### src/rtl/debounce_pkg.sv
`default_nettype none
// ============================================================================
// Module      : debounce_pkg
// Description : State encoding and default parameters for the debouncer.
// Revision    : 1.0 - initial release
// ============================================================================
package debounce_pkg;

    localparam int DEF_STABLE_CYCLES = 4;
    localparam int DEF_CNT_W         = 8;

    typedef enum logic [1:0] {
        IDLE_LO = 2'd0,
        WAIT_HI = 2'd1,
        IDLE_HI = 2'd2,
        WAIT_LO = 2'd3
    } state_e;

endpackage : debounce_pkg
`default_nettype wire

### src/rtl/sync_2ff.sv
`default_nettype none
// ============================================================================
// Module      : sync_2ff
// Description : Two-flop synchroniser for a single asynchronous bit.
// Revision    : 1.0 - initial release
// ============================================================================
module sync_2ff (
    input  logic clk,
    input  logic rst,
    input  logic d,
    output logic q
);

    logic r_meta_q;
    logic r_sync_q;
    logic w_meta_d;
    logic w_sync_d;

    always_comb begin
        w_meta_d = d;
        w_sync_d = r_meta_q;
    end

    always_ff @(posedge clk) begin
        if (rst) begin
            r_meta_q <= 1'b0;
            r_sync_q <= 1'b0;
        end else begin
            r_meta_q <= w_meta_d;
            r_sync_q <= w_sync_d;
        end
    end

    assign q = r_sync_q;

endmodule : sync_2ff
`default_nettype wire

### src/rtl/debounce_edge_detector.sv
`default_nettype none
// ============================================================================
// Module      : debounce_edge_detector
// Description : Synchronises and debounces a raw input; emits a clean level,
//               one-cycle rise/fall pulses and a wrapping rising-edge count.
// Revision    : 1.0 - initial release
// ============================================================================
module debounce_edge_detector #(
    parameter int STABLE_CYCLES = debounce_pkg::DEF_STABLE_CYCLES,
    parameter int CNT_W         = debounce_pkg::DEF_CNT_W
) (
    input  logic             clk,
    input  logic             rst,
    input  logic             d,
    output logic             q,
    output logic             rise,
    output logic             fall,
    output logic [CNT_W-1:0] edge_count
);

    import debounce_pkg::*;

    localparam int               TMR_W      = $clog2(STABLE_CYCLES + 1);
    localparam logic [TMR_W-1:0] C_TMR_ONE  = TMR_W'(1);
    localparam logic [TMR_W-1:0] C_TMR_LAST = TMR_W'(STABLE_CYCLES - 1);

    logic             w_sync;

    state_e           r_state_q, w_state_d;
    logic [TMR_W-1:0] r_timer_q, w_timer_d;
    logic             r_q_q,     w_q_d;
    logic             r_rise_q,  w_rise_d;
    logic             r_fall_q,  w_fall_d;
    logic [CNT_W-1:0] r_cnt_q,   w_cnt_d;

    sync_2ff u_sync (
        .clk (clk),
        .rst (rst),
        .d   (d),
        .q   (w_sync)
    );

    // The timer counts consecutive samples at the candidate level; any
    // sample back at the current level drops straight to the idle state.
    always_comb begin
        w_state_d = r_state_q;
        w_timer_d = r_timer_q;
        w_q_d     = r_q_q;
        w_rise_d  = 1'b0;
        w_fall_d  = 1'b0;
        w_cnt_d   = r_cnt_q;

        case (r_state_q)
            IDLE_LO: begin
                if (w_sync) begin
                    w_state_d = WAIT_HI;
                    w_timer_d = C_TMR_ONE;
                end
            end
            WAIT_HI: begin
                if (!w_sync) begin
                    w_state_d = IDLE_LO;
                    w_timer_d = '0;
                end else if (r_timer_q == C_TMR_LAST) begin
                    w_state_d = IDLE_HI;
                    w_timer_d = '0;
                    w_q_d     = 1'b1;
                    w_rise_d  = 1'b1;
                    w_cnt_d   = r_cnt_q + CNT_W'(1);
                end else begin
                    w_timer_d = r_timer_q + C_TMR_ONE;
                end
            end
            IDLE_HI: begin
                if (!w_sync) begin
                    w_state_d = WAIT_LO;
                    w_timer_d = C_TMR_ONE;
                end
            end
            WAIT_LO: begin
                if (w_sync) begin
                    w_state_d = IDLE_HI;
                    w_timer_d = '0;
                end else if (r_timer_q == C_TMR_LAST) begin
                    w_state_d = IDLE_LO;
                    w_timer_d = '0;
                    w_q_d     = 1'b0;
                    w_fall_d  = 1'b1;
                end else begin
                    w_timer_d = r_timer_q + C_TMR_ONE;
                end
            end
            default: begin
                w_state_d = IDLE_LO;
                w_timer_d = '0;
                w_q_d     = 1'b0;
            end
        endcase
    end

    always_ff @(posedge clk) begin
        if (rst) begin
            r_state_q <= IDLE_LO;
            r_timer_q <= '0;
            r_q_q     <= 1'b0;
            r_rise_q  <= 1'b0;
            r_fall_q  <= 1'b0;
            r_cnt_q   <= '0;
        end else begin
            r_state_q <= w_state_d;
            r_timer_q <= w_timer_d;
            r_q_q     <= w_q_d;
            r_rise_q  <= w_rise_d;
            r_fall_q  <= w_fall_d;
            r_cnt_q   <= w_cnt_d;
        end
    end

    assign q          = r_q_q;
    assign rise       = r_rise_q;
    assign fall       = r_fall_q;
    assign edge_count = r_cnt_q;

endmodule : debounce_edge_detector
`default_nettype wire

### config.mk
export PLATFORM = sky130hd
export DESIGN_NAME = debounce_edge_detector
export DESIGN_NICKNAME = d
export VERILOG_FILES = /design/src/rtl/debounce_pkg.sv /design/src/rtl/sync_2ff.sv /design/src/rtl/debounce_edge_detector.sv
export SDC_FILE = /design/constraint.sdc
export NUM_CORES = 1
export LEC_CHECK = 0
export CAP_MARGIN = 10
export CORE_ASPECT_RATIO = 0.8
export CORE_MARGIN = 3
export CORE_UTILIZATION = 35
export CTS_BUF_LIST = sky130_fd_sc_hd__clkbuf_8
export CTS_CLUSTER_SIZE = 40
export DETAILED_ROUTE_END_ITERATION = 10
export HOLD_SLACK_MARGIN = 0.1
export PLACE_DENSITY = 0.69
export REMOVE_ABC_BUFFERS = 1
export SKIP_CTS_REPAIR_TIMING = 1
export SLEW_MARGIN = 30
export SYNTH_ARGS = -nofsm -noshare
export SYNTH_HDL_FRONTEND = slang
export SYNTH_SLANG_ARGS = --single-unit
### constraint.sdc
create_clock -name clk -period 1.5 [get_ports clk]
set_clock_uncertainty 0.2 [all_clocks]
set_input_delay 0.15 -clock clk [delete_from_list [all_inputs] [get_ports clk]]
set_output_delay 0.15 -clock clk [all_outputs]
set_load 0.05 [all_outputs]
Word-level counts from Yosys, hierarchy flattened
Index checks and enable logic that the tools add are counted.
- memory bits (writable): 0
- register bits: 18
- output and inout bits: 11
- latch bits: 0
- memories: 0
- logic and storage cells: 52
- memory bits (read-only): 0
- bitwise logic cells: 3
- add/subtract/negate cells: 2
- div/mod/pow operators: 0
- multiply operators: 0
- mux-type cells: 19
- shifts and indexed selects: 0
- order comparisons: 0
- equality and inequality tests: 12
- reductions and logical operators: 8
- operators with widths (cell ; number):
    two-way mux 3 bit ; 5
    two-way mux 2 bit ; 6
    one-hot mux 3 bit (4 select lines) ; 1
    adder 8 x 1 -> 8 bit (second input constant) ; 1
    inequality test 2 bit (second input constant) ; 4
    one-hot mux 2 bit (4 select lines) ; 1
    OR reduction 3 bit ; 2
    two-way mux 1 bit ; 5
    AND reduction 5 bit ; 1
    equality test 2 bit (second input constant) ; 2
    inequality test 2 x 1 -> 1 bit (second input constant) ; 2
    AND reduction 4 bit ; 1
    adder 3 x 1 -> 3 bit (second input constant) ; 1
    equality test 3 x 2 -> 1 bit (second input constant) ; 1
    inequality test 3 x 2 -> 1 bit (second input constant) ; 1
    inequality test 3 bit (second input constant) ; 1
    inverter 1 bit ; 3
    AND reduction 3 bit ; 1
    equality test 2 x 1 -> 1 bit (second input constant) ; 1
    zero test 2 bit ; 1
    one-hot mux 1 bit (2 select lines) ; 1
    AND reduction 2 bit ; 1
    nonzero test 2 bit ; 1

Longest topological paths before layout
Gate-level depths: netlist of run 1.
- word-level depth: 4
- depth in mapped cells: 5
- mapped depth without buffers: 4

Cells and area by module
Synthesis of run 1 repeated with hierarchy kept, for this count alone.
- cell total of the unflattened synthesis: 85
- area, all modules: 804.5 um^2
- by module, submodules not included (module ; area each (um^2) ; sequential area each (um^2) ; instances ; cells an instance):
    debounce_edge_detector ; 752.0 ; 320.3 ; 1 ; 81
    sync_2ff ; 52.6 ; 40.0 ; 1 ; 4

Worst setup path after synthesis of run 1
Ideal clock, no wire load.
- path type: flip-flop to flip-flop
- start point: reg r_cnt_q[0], in the netlist edge_count[0]
- end point: reg r_cnt_q[2], in the netlist edge_count[2]
- required time: 1.230 ns
- setup slack: -0.385 ns
- path buffers: 0
- arrival: 1.615 ns
- stages on the path, launching flop included: 5
- cells stage by stage: dfxtp_1 > ha_1 > inv_1 > or4_1 > a21oi_1
- word-level cells in the longest chain between the ends: 1
- RTL lines (element ; line ; RTL):
    start, declared ; debounce_edge_detector.sv:34 ; logic [CNT_W-1:0] r_cnt_q, w_cnt_d;
    start signal, assigned ; debounce_edge_detector.sv:115 ; r_cnt_q <= w_cnt_d;
    adder 8 x 1 -> 8 bit ; debounce_edge_detector.sv:69 ; w_cnt_d = r_cnt_q + CNT_W'(1);
No other way between the ends.
A chain may end at the register's enable or synchronous reset.

Final worst setup path of run 1
- start point: reg r_timer_q[1]
- end point: reg r_cnt_q[0], in the netlist edge_count[0]
- word-level cells in the longest chain between the ends: 2
- RTL lines (element ; line ; RTL):
    start, declared ; debounce_edge_detector.sv:30 ; logic [TMR_W-1:0] r_timer_q, w_timer_d;
    start signal, assigned ; debounce_edge_detector.sv:111 ; r_timer_q <= w_timer_d;
    equality test 3 x 2 -> 1 bit ; debounce_edge_detector.sv:64 ; end else if (r_timer_q == C_TMR_LAST) begin
    AND reduction 3 bit (no source line) ; - ;
No other way between the ends.

==> results of run 1 <==
-- flip-flops by register name (all words and copies together) (netlist names), named ones only --
signal and flops:
edge_count 8, fall 1, q 1, r_state_q 1
r_timer_q 3, rise 1, u_sync.q 1, u_sync.r_meta_q 1
-- per-stage QoR --
step                setup slack (ps)  power [mW]   util
finish                         -60.0       0.986  0.735
global route                    -120        1.03  0.735
CTS                             -265       0.986  0.630
detailed placement              -249       0.590  0.602
global placement                -167       0.586  0.602
floorplan                       -384       0.538      -
-- critical path, cell delays in order, from the launching register on --
cell	delay, ps
dfxtp_2	350
ha_4	160
nand3b_1	140
buf_4	180
or3_4	320
a21oi_2	140
-- cell type report --
class,count,area share
Tap cell,24,0.0203
Clock buffer,4,0.0372
Timing Repair Buffer,40,0.309
Sequential cell,18,0.252
Multi-Input combinational cell,60,0.379
Inverter,1,0.00253
-- cell usage in the layout, fill, tap and decap left out --
cell type / synthesis / routed
nand4bb_4: 0 / 1
nand3_1: 2 / 2
o21ai_2: 0 / 1
nor4b_2: 0 / 1
a21oi_2: 0 / 8
buf_12: 0 / 11
buf_6: 1 / 4
or4_1: 6 / 1
or4_4: 0 / 5
o21ai_1: 0 / 2
dfxtp_1: 18 / 10
nand4_1: 3 / 3
nor2_1: 2 / 2
nand3b_1: 1 / 1
clkbuf_8: 0 / 4
nand2b_1: 4 / 3
inv_2: 0 / 1
or3b_4: 0 / 1
or3_4: 0 / 1
mux2_4: 0 / 1
nand4b_1: 1 / 1
o31ai_4: 0 / 2
a21oi_1: 11 / 3
nor3_1: 1 / 1
a211oi_1: 1 / 1
xor2_4: 0 / 1
dfxtp_2: 0 / 7
clkdlybuf4s50_1: 0 / 2
ha_4: 0 / 1
o31ai_2: 0 / 3
dfxtp_4: 0 / 1
buf_4: 1 / 23
nor3b_2: 0 / 1
and3b_1: 1 / 1
nand2b_2: 0 / 1
ha_2: 0 / 1
nand2_1: 5 / 5
nor2b_1: 3 / 3
o31ai_1: 7 / 2
-- layer usage --
metal	vias to the layer above	wire, um	GRT usage
li1	392	-	-
met1	360	983	0.176
met2	16	962	0.220
met3	2	95	0.0529
met4	0	19	0.0566
met5	-	0	0
-- cell families after synthesis --
| family | Yosys count | share of synthesized area |
|---|---|---|
| AOI/OAI and AO/OA | 22 | 0.162 |
| xor gates and xnor gates | 1 | 0.0109 |
| adders and majority gates | 2 | 0.0312 |
| buffers and inverters | 7 | 0.0609 |
| DFF | 18 | 0.450 |
| muxes | 1 | 0.0141 |
| and+or+nand+nor | 34 | 0.270 |
-- power breakdown --
group	switching [mW]	total (mW)	leakage, nW	internal (mW)
logic	0.0462	0.0933	0.346	0.0471
registers	0.0103	0.497	0.150	0.487
clock network	0.162	0.396	0.0288	0.233
total	0.219	0.986	0.525	0.767
-- how the worst max path moves through the flow --
stage	end	depth (start not counted)	slack, ps	from
after global routing	edge_count[3]	4	-120	r_timer_q[0]
after global placement	edge_count[5]	4	-170	r_timer_q[0]
final	edge_count[0]	5	-60	r_timer_q[1]
after detailed placement	edge_count[7]	4	-250	r_timer_q[0]
after CTS	edge_count[7]	4	-260	r_timer_q[0]
after floorplan	edge_count[2]	4	-380	edge_count[0]
==> impl_results.md, run 1 <==
* Setup WS post-layout at -60.0 ps
* Top-area cell type share of the netlist area at 0.450
* Number of synthesis warnings at 0
* Vias in the first global route at 765
* Initial antenna violation count at 0
* Die Y at 48.8 um
* DP HPWL at 1430 um
* Synth area leaders: dfxtp_1 45%, a21oi_1 6.9%, o31ai_1 6.6%
* Clk_lat worst skew at 250 ps
* R2R Setup Slk at -60 ps
* Asr flop ratio synth at 0
* Reg2reg path depth at 5
* GPL Wtd Cong at 0.762
* Sequential-to-total area share from yosys stat at 0.450
* Global Route Usage Sum at 0.142
* Nets at 129
* Root buffer cell: clkbuf_8
* Initial core utilization at 0.398
* Number of H-tree levels at 1
* Global route total overflow at 0
* ANT nets after route at 0
* Peak supply drop at 0.601 mV
* Status: finished, violations left
* Die area at 2900 sq um
* Top post-synthesis cells by count: 18 x dfxtp_1, 11 x a21oi_1, 7 x o31ai_1
* Flip-flop and latch area at 373 sq um
* Syn_area_per_cell at 9.42 sq um
* Post-placement cell area at 1210 sq um
* RSZ-0062 raised after global routing: true
* DR WL/cell at 14.0 um
* First-pass GRT wire length at 3220 um
* Final hold vios at 0
* Clock Tree Buf Depth at 2
* CTS tree: done
* Pins Over Slew Limit at 0
* Hold wc startpoint: u_sync.r_meta_q
* Post-route insts no fill at 147
* Leak at 0.525 nW
* Critical Path AT at 1540 ps
* Drt first pass iters at 4
* DR iter-0 viols at 9
* Setup TNS at -208 ps
* RR Startpoint: r_timer_q[1]
* Number of synthesized register bits at 18
* Yosys cell types at 30
* Violated checks: negative setup slack
* Number of synthesized flops with an enable pin at 0
* Max-cap viol count at 0
* P&R area growth vs syn at 85.0%
* Core Region at 2010 sq um
* Final setup viols at 6
* Clock period minus worst slack at 1560 ps
* CP Class: flop to flop
* Count leader, synth: dfxtp_1
* Worst hold path type: flop to flop
* CTS buffer count at 3
* Post-synthesis cell count at 85
* RR Endpoint: edge_count[0]
* N_diodes at 0
* Maximum number of pins on one net before global-route repair at 12
* Row Count at 14
* # fillers at 147
* Synth Flop Type: dfxtp_1
* Crit-path max FO at 4
* Die width at 59.5 um
* Worst Path Required at 1480 ps
* IO Count at 14
* Syn Std Cell Area at 801 sq um
* Worst-margin pin slew at 274 ps
* Power Density at 665 nW/um^2
* CTS sink count at 18
* Vias post-DR at 770
* Clk slew on worst S/H paths at 60 ps
* Relative slew margins at 0.816
* Yosys top cell by area: dfxtp_1
* Fin area at 1480 sq um
* Hold WS at 236 ps
* Wirelength, routed at 2060 um
* Fraction of layout cells with a size suffix above 1 at 0.650
* Hold path depth at 1
* CP Capture Type: flop
* Buffers added on ports at 13
* CP Launch Type: flop
* Residual DRC at 0
* Multi-input logic area at 562 sq um
* Hold EP: u_sync.q
* Via-per-instance ratio at 5.24
* Max Freq at 641 MHz
* Placed Cells at 141
* Fin crit share at 1.04
Power figures use the tool's default switching activity.
==> inputs of run 2 (changes only) <==
SKIP_LAST_GASP = 1   (was unset)
==> run 2 against run 1 <==
- the flow still finishes with violations (negative setup slack)
- global-route usage is the same
- cell count did not move
- non-clock buffer count stayed put
- combinational power barely moved
- final area shrank 0.34%
- sequential power about the same
- via count up 0.13%
- sequential cell count stayed put
- sequential share of layout area increased by 0.085 points
- critical path depth did not move
- clock power barely moved
- largest cell class unchanged
==> impl_results.md, run 2 (same netlist as run 1, synthesis figures left out) <==
* Status: finished, violations left
* Violated checks: negative setup slack
* Clock Tree Buf Depth at 2 (unchanged)
* Clk slew on worst S/H paths at 60 ps (about the same)
* CTS sink count at 18 (unchanged)
* Peak supply drop at 0.602 mV (+0.20%)
* Drt first pass iters at 4 (unchanged)
* Sw Share at 0.222 (+0.000535)
* Final setup viols at 6 (unchanged)
* Fraction of layout cells with a size suffix above 1 at 0.642 (-0.00813)
* P&R area growth vs syn at 84.4%
* RSZ-0062 raised after global routing: true
* Clk_lat worst skew at 260 ps (about the same)
* Die Y at 48.8 um (unchanged)
* Fin crit share at 1.04 (about the same)
* First-pass GRT wire length at 3220 um (unchanged)
* Worst hold path type: flop to flop
* Crit-path max FO at 4 (unchanged)
* GPL Wtd Cong at 0.762 (unchanged)
* Die width at 59.5 um (unchanged)
* Maximum number of pins on one net before global-route repair at 12 (unchanged)
* Die area at 2900 sq um (unchanged)
* Root buffer cell: clkbuf_8
* Setup WS post-layout at -59.4 ps (+0.612 ps)
* CTS buffer count at 3 (unchanged)
* Wirelength, routed at 2050 um (-0.63%)
* Core Region at 2010 sq um (unchanged)
* CP Class: flop to flop
* DR WL/cell at 13.9 um (-0.63%)
* Critical Path AT at 1540 ps (about the same)
* CTS tree: done
* Max-cap viol count at 0 (unchanged)
* Max Freq at 641 MHz (about the same)
* Initial core utilization at 0.398 (unchanged)
* CP Capture Type: flop
* Part of the power in registers at 0.504 (about the same)
* DP HPWL at 1430 um (unchanged)
* Final Total Pwr at 0.987 mW (about the same)
* Switching power at 0.219 mW (+0.31%)
* IO Count at 14 (unchanged)
* N_diodes at 0 (unchanged)
* Via-per-instance ratio at 5.24 (+0.13%)
* Power Density at 668 nW/um^2 (+0.41%)
* Placed Cells at 141 (unchanged)
* Row Count at 14 (unchanged)
* Global Route Usage Sum at 0.142 (unchanged)
* Combinational Power Share at 0.095 (about the same)
* Setup TNS at -209 ps (-1.09 ps)
* # fillers at 148 (+0.68%)
* Commonest non-fill, non-tap cell in the layout: buf_4
* Relative slew margins at 0.818 (+0.00168)
* Number of H-tree levels at 1 (unchanged)
* Max reg flops at 8 (unchanged)
* Most frequent cells in the layout: 23 x buf_4, 11 x buf_12, 10 x dfxtp_1, 8 x a21oi_2, 7 x dfxtp_2
* ANT nets after route at 0 (unchanged)
* Internal power at 0.767 mW (about the same)
* Multi-input logic area at 557 sq um (-0.89%)
* Nets at 129 (unchanged)
* CP Launch Type: flop
* Residual DRC at 0 (unchanged)
* DR iter-0 viols at 11 (+2)
* Post-route insts no fill at 147 (unchanged)
* Global route total overflow at 0 (unchanged)
* Leak at 0.524 nW (about the same)
* Final hold vios at 0 (unchanged)
* Vias in the first global route at 765 (unchanged)
* Initial antenna violation count at 0 (unchanged)
* Clk network pwr share at 0.402 (about the same)
* Hold path depth at 1 (unchanged)
* Worst Path Required at 1480 ps (about the same)
* Clock period minus worst slack at 1560 ps (-0.612 ps)
* Buffers added on ports at 13 (unchanged)
* Dpl ws at -249 ps (unchanged)
* Flip-flop and latch area at 373 sq um (unchanged)
* Reg2reg path depth at 5 (unchanged)
* Worst-margin pin slew at 271 ps (-2.50 ps)
* Vias post-DR at 771 (+0.13%)
* Pins Over Slew Limit at 0 (unchanged)
## run 2: path summary, 6_finish.rpt
path	startpoint	endpoint	slack [ps]
max reg2reg	r_timer_q[1]	edge_count[0]	-60
min	u_sync.r_meta_q	u_sync.q	240
max	r_timer_q[1]	edge_count[0]	-60
min reg2reg	u_sync.r_meta_q	u_sync.q	240
## run 2: stage by stage
step	util	cell area (sq um)	hold WS, ps
after floorplan	-	756	19.1
after global placement	0.602	1210	221
after detailed placement	0.602	1210	222
after CTS	0.630	1270	238
after global routing	0.733	1480	255
final	0.733	1480	236
## run 2: final cells by class
class,instances,share of cell area
Multi-Input combinational cell,60,0.377
Sequential cell,18,0.253
Timing Repair Buffer,40,0.310
Clock buffer,4,0.0373
Tap cell,24,0.0203
Inverter,1,0.00254
## run 2: power groups by stage
| stage | Combinational (mW) | Sequential, mW | Clock, mW |
|---|---|---|---|
| 6_report | 0.0934 | 0.497 | 0.396 |
| 5_1_grt | 0.101 | 0.498 | 0.435 |
| 4_1_cts | 0.0829 | 0.496 | 0.407 |
| 3_5_place_dp | 0.0829 | 0.507 | 0 |
| 3_3_place_gp | 0.0801 | 0.506 | 0 |
| 2_1_floorplan | 0.0174 | 0.520 | 0 |
## run 2: critical path, stage by stage, from the launching register on
cell and delay, ps:
dfxtp_2 350, ha_4 160, nand3b_1 140, buf_4 180
or3_4 320, a21oi_2 130
## run 2: metal layers
layer	wire (um)	track usage	up-vias
li1	-	-	391
met1	968	0.176	362
met2	962	0.220	16
met3	97	0.0529	2
met4	19	0.0566	0
met5	0	0	-
==> patch 1, RTL diff (config.mk and constraints of run 2) <==
Register the input `d` before use. The logic sees it one clock later.
--- a/src/rtl/debounce_edge_detector.sv
+++ b/src/rtl/debounce_edge_detector.sv
@@ -24,6 +24,12 @@
     localparam logic [TMR_W-1:0] C_TMR_ONE  = TMR_W'(1);
     localparam logic [TMR_W-1:0] C_TMR_LAST = TMR_W'(STABLE_CYCLES - 1);
 
+    logic d_q;
+
+    always_ff @(posedge clk) begin
+        d_q <= d;
+    end
+
     logic             w_sync;
 
     state_e           r_state_q, w_state_d;
@@ -36,7 +42,7 @@
     sync_2ff u_sync (
         .clk (clk),
         .rst (rst),
-        .d   (d),
+        .d   (d_q),
         .q   (w_sync)
     );
 
Behaviour: not the same (a bounded check fails within 10 cycles, from zero or initial values and one cycle with rst high).
==> patch 1 against run 2 <==
  * The flow still finishes with violations (setup timing)
  * Clock power down 12%
  * Routed wire length down 4.8%
  * Core utilization down 8.0 points
  * Sequential cell count up 1
  * Global-route usage down 1.2 points
  * Power down 5.5%
  * Setup slack worse by 41 ps
  * Fmax down 2.6%
  * Synthesized area down 1.6%
  * Cell area down 12%
==> patch 1: results <==
{
  "synth_top_cells_by_count": "dfxtp_1 (19), a21oi_1 (11), o31ai_1 (6), or4_1 (6), clkbuf_1 (4)",
  "crit_path_max_fanout": 7,
  "ys_top_cells_by_area": "dfxtp_1 (48%), a21oi_1 (7.0%), o31ai_1 (5.7%)",
  "slew_headroom": 0.803,
  "hold_end": "d_q",
  "dp_hpwl_um": 1390,
  "gp_congestion": 0.776,
  "status": "finished, violations left",
  "peakVddDrop_mv": 0.840,
  "violations": "setup timing",
  "arrival_ps": 1590,
  "postPlaceCellArea_um2": 1180,
  "clk_pin_slew_ps": 70,
  "p_leak_nw": 0.522,
  "fin_setup_tns_ps": -501,
  "synth-seq-area-share": 0.483,
  "numCtsBuffers": 3,
  "slowest_stage": "or4_4",
  "dr_total_vias": 734,
  "layout_setup_ws_ps": -100,
  "min_period_ps": 1600,
  "final_nets": 119,
  "grt_max_degree": 15,
  "ys_types": 27,
  "routed_wl_um": 1950,
  "hold_start": "d",
  "grt_usage": 0.130,
  "grt_pass1_wl_um": 2840,
  "initialDrtViolationCount": 15,
  "setup_viol": 8,
  "slowest_delay_ps": 540,
  "grt_pass1_vias": 640,
  "rr_startpoint": "r_timer_q[0]",
  "min_path_type": "input port to flip-flop",
  "rr_endpoint": "edge_count[7]",
  "drive_gt1_frac": 0.469
}
patch 1: cells by family after synthesis:
| family | after synthesis | share of synthesized area |
|---|---|---|
| simple gates | 27 | 0.249 |
| compound gates | 23 | 0.178 |
| flops | 19 | 0.483 |
| buf+inv | 7 | 0.0333 |
| fa+ha+maj | 2 | 0.0317 |
| xor+xnor | 1 | 0.0111 |
| mux | 1 | 0.0143 |
patch 1: layout make-up:
cell class	count	area [um2]
multi-input combinational	55	447
sequential	19	387
fill	173	693
clock inverter	1	5.00
timing repair buffer	32	383
tap	24	30.0
clock buffer	3	41.3
inverter	3	11.3
patch 1: how the worst max path moves through the flow:
stage,end,cells past startpoint,from
after floorplan,edge_count[2],4,edge_count[0]
after global placement,edge_count[5],4,r_timer_q[1]
after detailed placement,edge_count[7],4,r_timer_q[0]
after CTS,edge_count[7],4,r_timer_q[0]
after global routing,edge_count[4],5,r_timer_q[0]
final,edge_count[7],4,r_timer_q[0]
patch 1: critical path: cells and delay by family, from the launching register on:
kind	cells	cell delay [ps]
AO/OA/AOI/OAI	1	130
adder cells (fa/ha/maj)	1	160
AND/OR/NAND/NOR	2	690
flip-flops	1	360
patch 1: metal layers:
layer,vias up,share of wire,global-route usage
li1,373,-,-
met4,0,0.012,0.0453
met5,-,0,0
met2,10,0.46,0.180
met3,2,0.036,0.0479
met1,349,0.49,0.184
patch 1: where the power goes:
| part | switching, mW | internal (mW) | total (mW) | leakage, nW |
|---|---|---|---|---|
| logic | 0.0292 | 0.0333 | 0.0625 | 0.340 |
| registers | 0.00872 | 0.514 | 0.522 | 0.156 |
| clock network | 0.163 | 0.184 | 0.347 | 0.0255 |
| total | 0.201 | 0.731 | 0.932 | 0.522 |
patch 1: through the flow:
| stage | hold WS [ps] | util | setup WS, ps | cells | power [mW] |
|---|---|---|---|---|---|
| 3_5_place_dp | 253 | 0.590 | -220 | 131 | 0.591 |
| 6_report | 138 | 0.653 | -100 | 137 | 0.932 |
| 3_3_place_gp | 219 | 0.590 | -149 | 131 | 0.589 |
| 2_1_floorplan | -22.3 | - | -358 | 76 | 0.552 |
| 5_1_grt | 155 | 0.653 | -183 | 137 | 0.967 |
| 4_1_cts | 132 | 0.613 | -241 | 135 | 0.935 |
==> patch 2, RTL diff (config.mk and constraints of run 2) <==
Made on the original files. The package constant `DEF_CNT_W` goes from 8 to 7.
--- a/src/rtl/debounce_pkg.sv
+++ b/src/rtl/debounce_pkg.sv
@@ -7,7 +7,7 @@
 package debounce_pkg;
 
     localparam int DEF_STABLE_CYCLES = 4;
-    localparam int DEF_CNT_W         = 8;
+    localparam int DEF_CNT_W         = 7;
 
     typedef enum logic [1:0] {
         IDLE_LO = 2'd0,
Ports: changed (resized edge_count); port bits go from 14 to 13. No check against the original RTL was run, so the function may have changed too.
==> patch 2 against run 2 <==
  * The run still ends with setup timing left
  * Die area shrank 7.1%
  * Routed wire length shrank 16%
  * Global-route usage fell by 1.4 points
  * Cell area shrank 18%
  * Setup slack worse by 2.8 ps
  * Non-clock buffer count decreased by 9
  * Sequential cell count is 1 lower
  * Clock power fell by 13%
  * Synthesized area shrank 8.0%
  * Power down 9.5%
  * Synthesized cell count is 11% lower
  * Critical path type unchanged
==> patch 2: results <==
{
  "hold_end": "u_sync.r_meta_q",
  "r2r_cells": 4,
  "drive_gt1_frac": 0.462,
  "final_nets": 112,
  "status": "finished, violations left",
  "synthMuxAreaShare": 0.0153,
  "synth_top_cells_by_count": "dfxtp_1 (17), a21oi_1 (10), o21ai_0 (6), or3_1 (4)",
  "worstSetupStartpoint": "edge_count[0]",
  "violations": "setup timing",
  "slowest_stage": "or4_4",
  "rr_endpoint": "edge_count[5]",
  "fillers": 150,
  "switching_share": 0.234,
  "synth-compound-area-share": 0.163,
  "use_met1": 0.158,
  "largest_reg_flops": 7,
  "p_leak_nw": 0.435,
  "min_path_type": "input port to flip-flop",
  "use_met3": 0.0577,
  "wl_met1_um": 783,
  "synth-seq-area-share": 0.462,
  "peakVddDrop_mv": 0.554,
  "fin_setup_tns_ps": -77.4,
  "gp_congestion": 0.765,
  "port_buffers": 12,
  "tightestPinTransition_ps": 351,
  "synthAdderAreaFrac": 0.0340,
  "grt_max_degree": 10,
  "whs_ps": 244,
  "grt_use_met2": 0.191,
  "ys_top_cells_by_area": "dfxtp_1 (46%), a21oi_1 (6.8%), o21ai_0 (4.1%)",
  "layout_setup_ws_ps": -62.2,
  "wire_per_inst_um": 13.3,
  "slowest_delay_ps": 470,
  "ys_types": 29,
  "grt_usage": 0.128,
  "viasPerCell": 5.27,
  "hold_start": "d",
  "wl_met3_um": 88,
  "grt_pass1_vias": 587,
  "setup_viol": 3,
  "min_path_cells": 2,
  "initialDrtViolationCount": 15
}
patch 2: power groups by stage:
stage               Combinational, mW  Sequential (mW)  Clock [mW]
finish                         0.0788            0.471       0.343
global route                   0.0835            0.472       0.369
CTS                            0.0761            0.470       0.347
detailed placement             0.0761            0.480           0
global placement               0.0747            0.480           0
floorplan                      0.0154            0.494           0
patch 2: per-stage QoR:
stage                     cell area, um2  worst slack (ps)  cells  power [mW]
after global placement              1100             -75.1    125       0.554
after global routing                1210              -120    130       0.925
after CTS                           1140              -132    129       0.893
after floorplan                      712              -379     71       0.509
final                               1210             -62.2    130       0.893
after detailed placement            1100              -112    125       0.556
patch 2: cell type report:
type | count | share of cell area
Sequential cell | 17 | 0.289
Timing Repair Buffer | 31 | 0.303
Clock inverter | 1 | 0.00310
Tap cell | 24 | 0.0248
Multi-Input combinational cell | 53 | 0.343
Clock buffer | 3 | 0.0341
Inverter | 1 | 0.00310
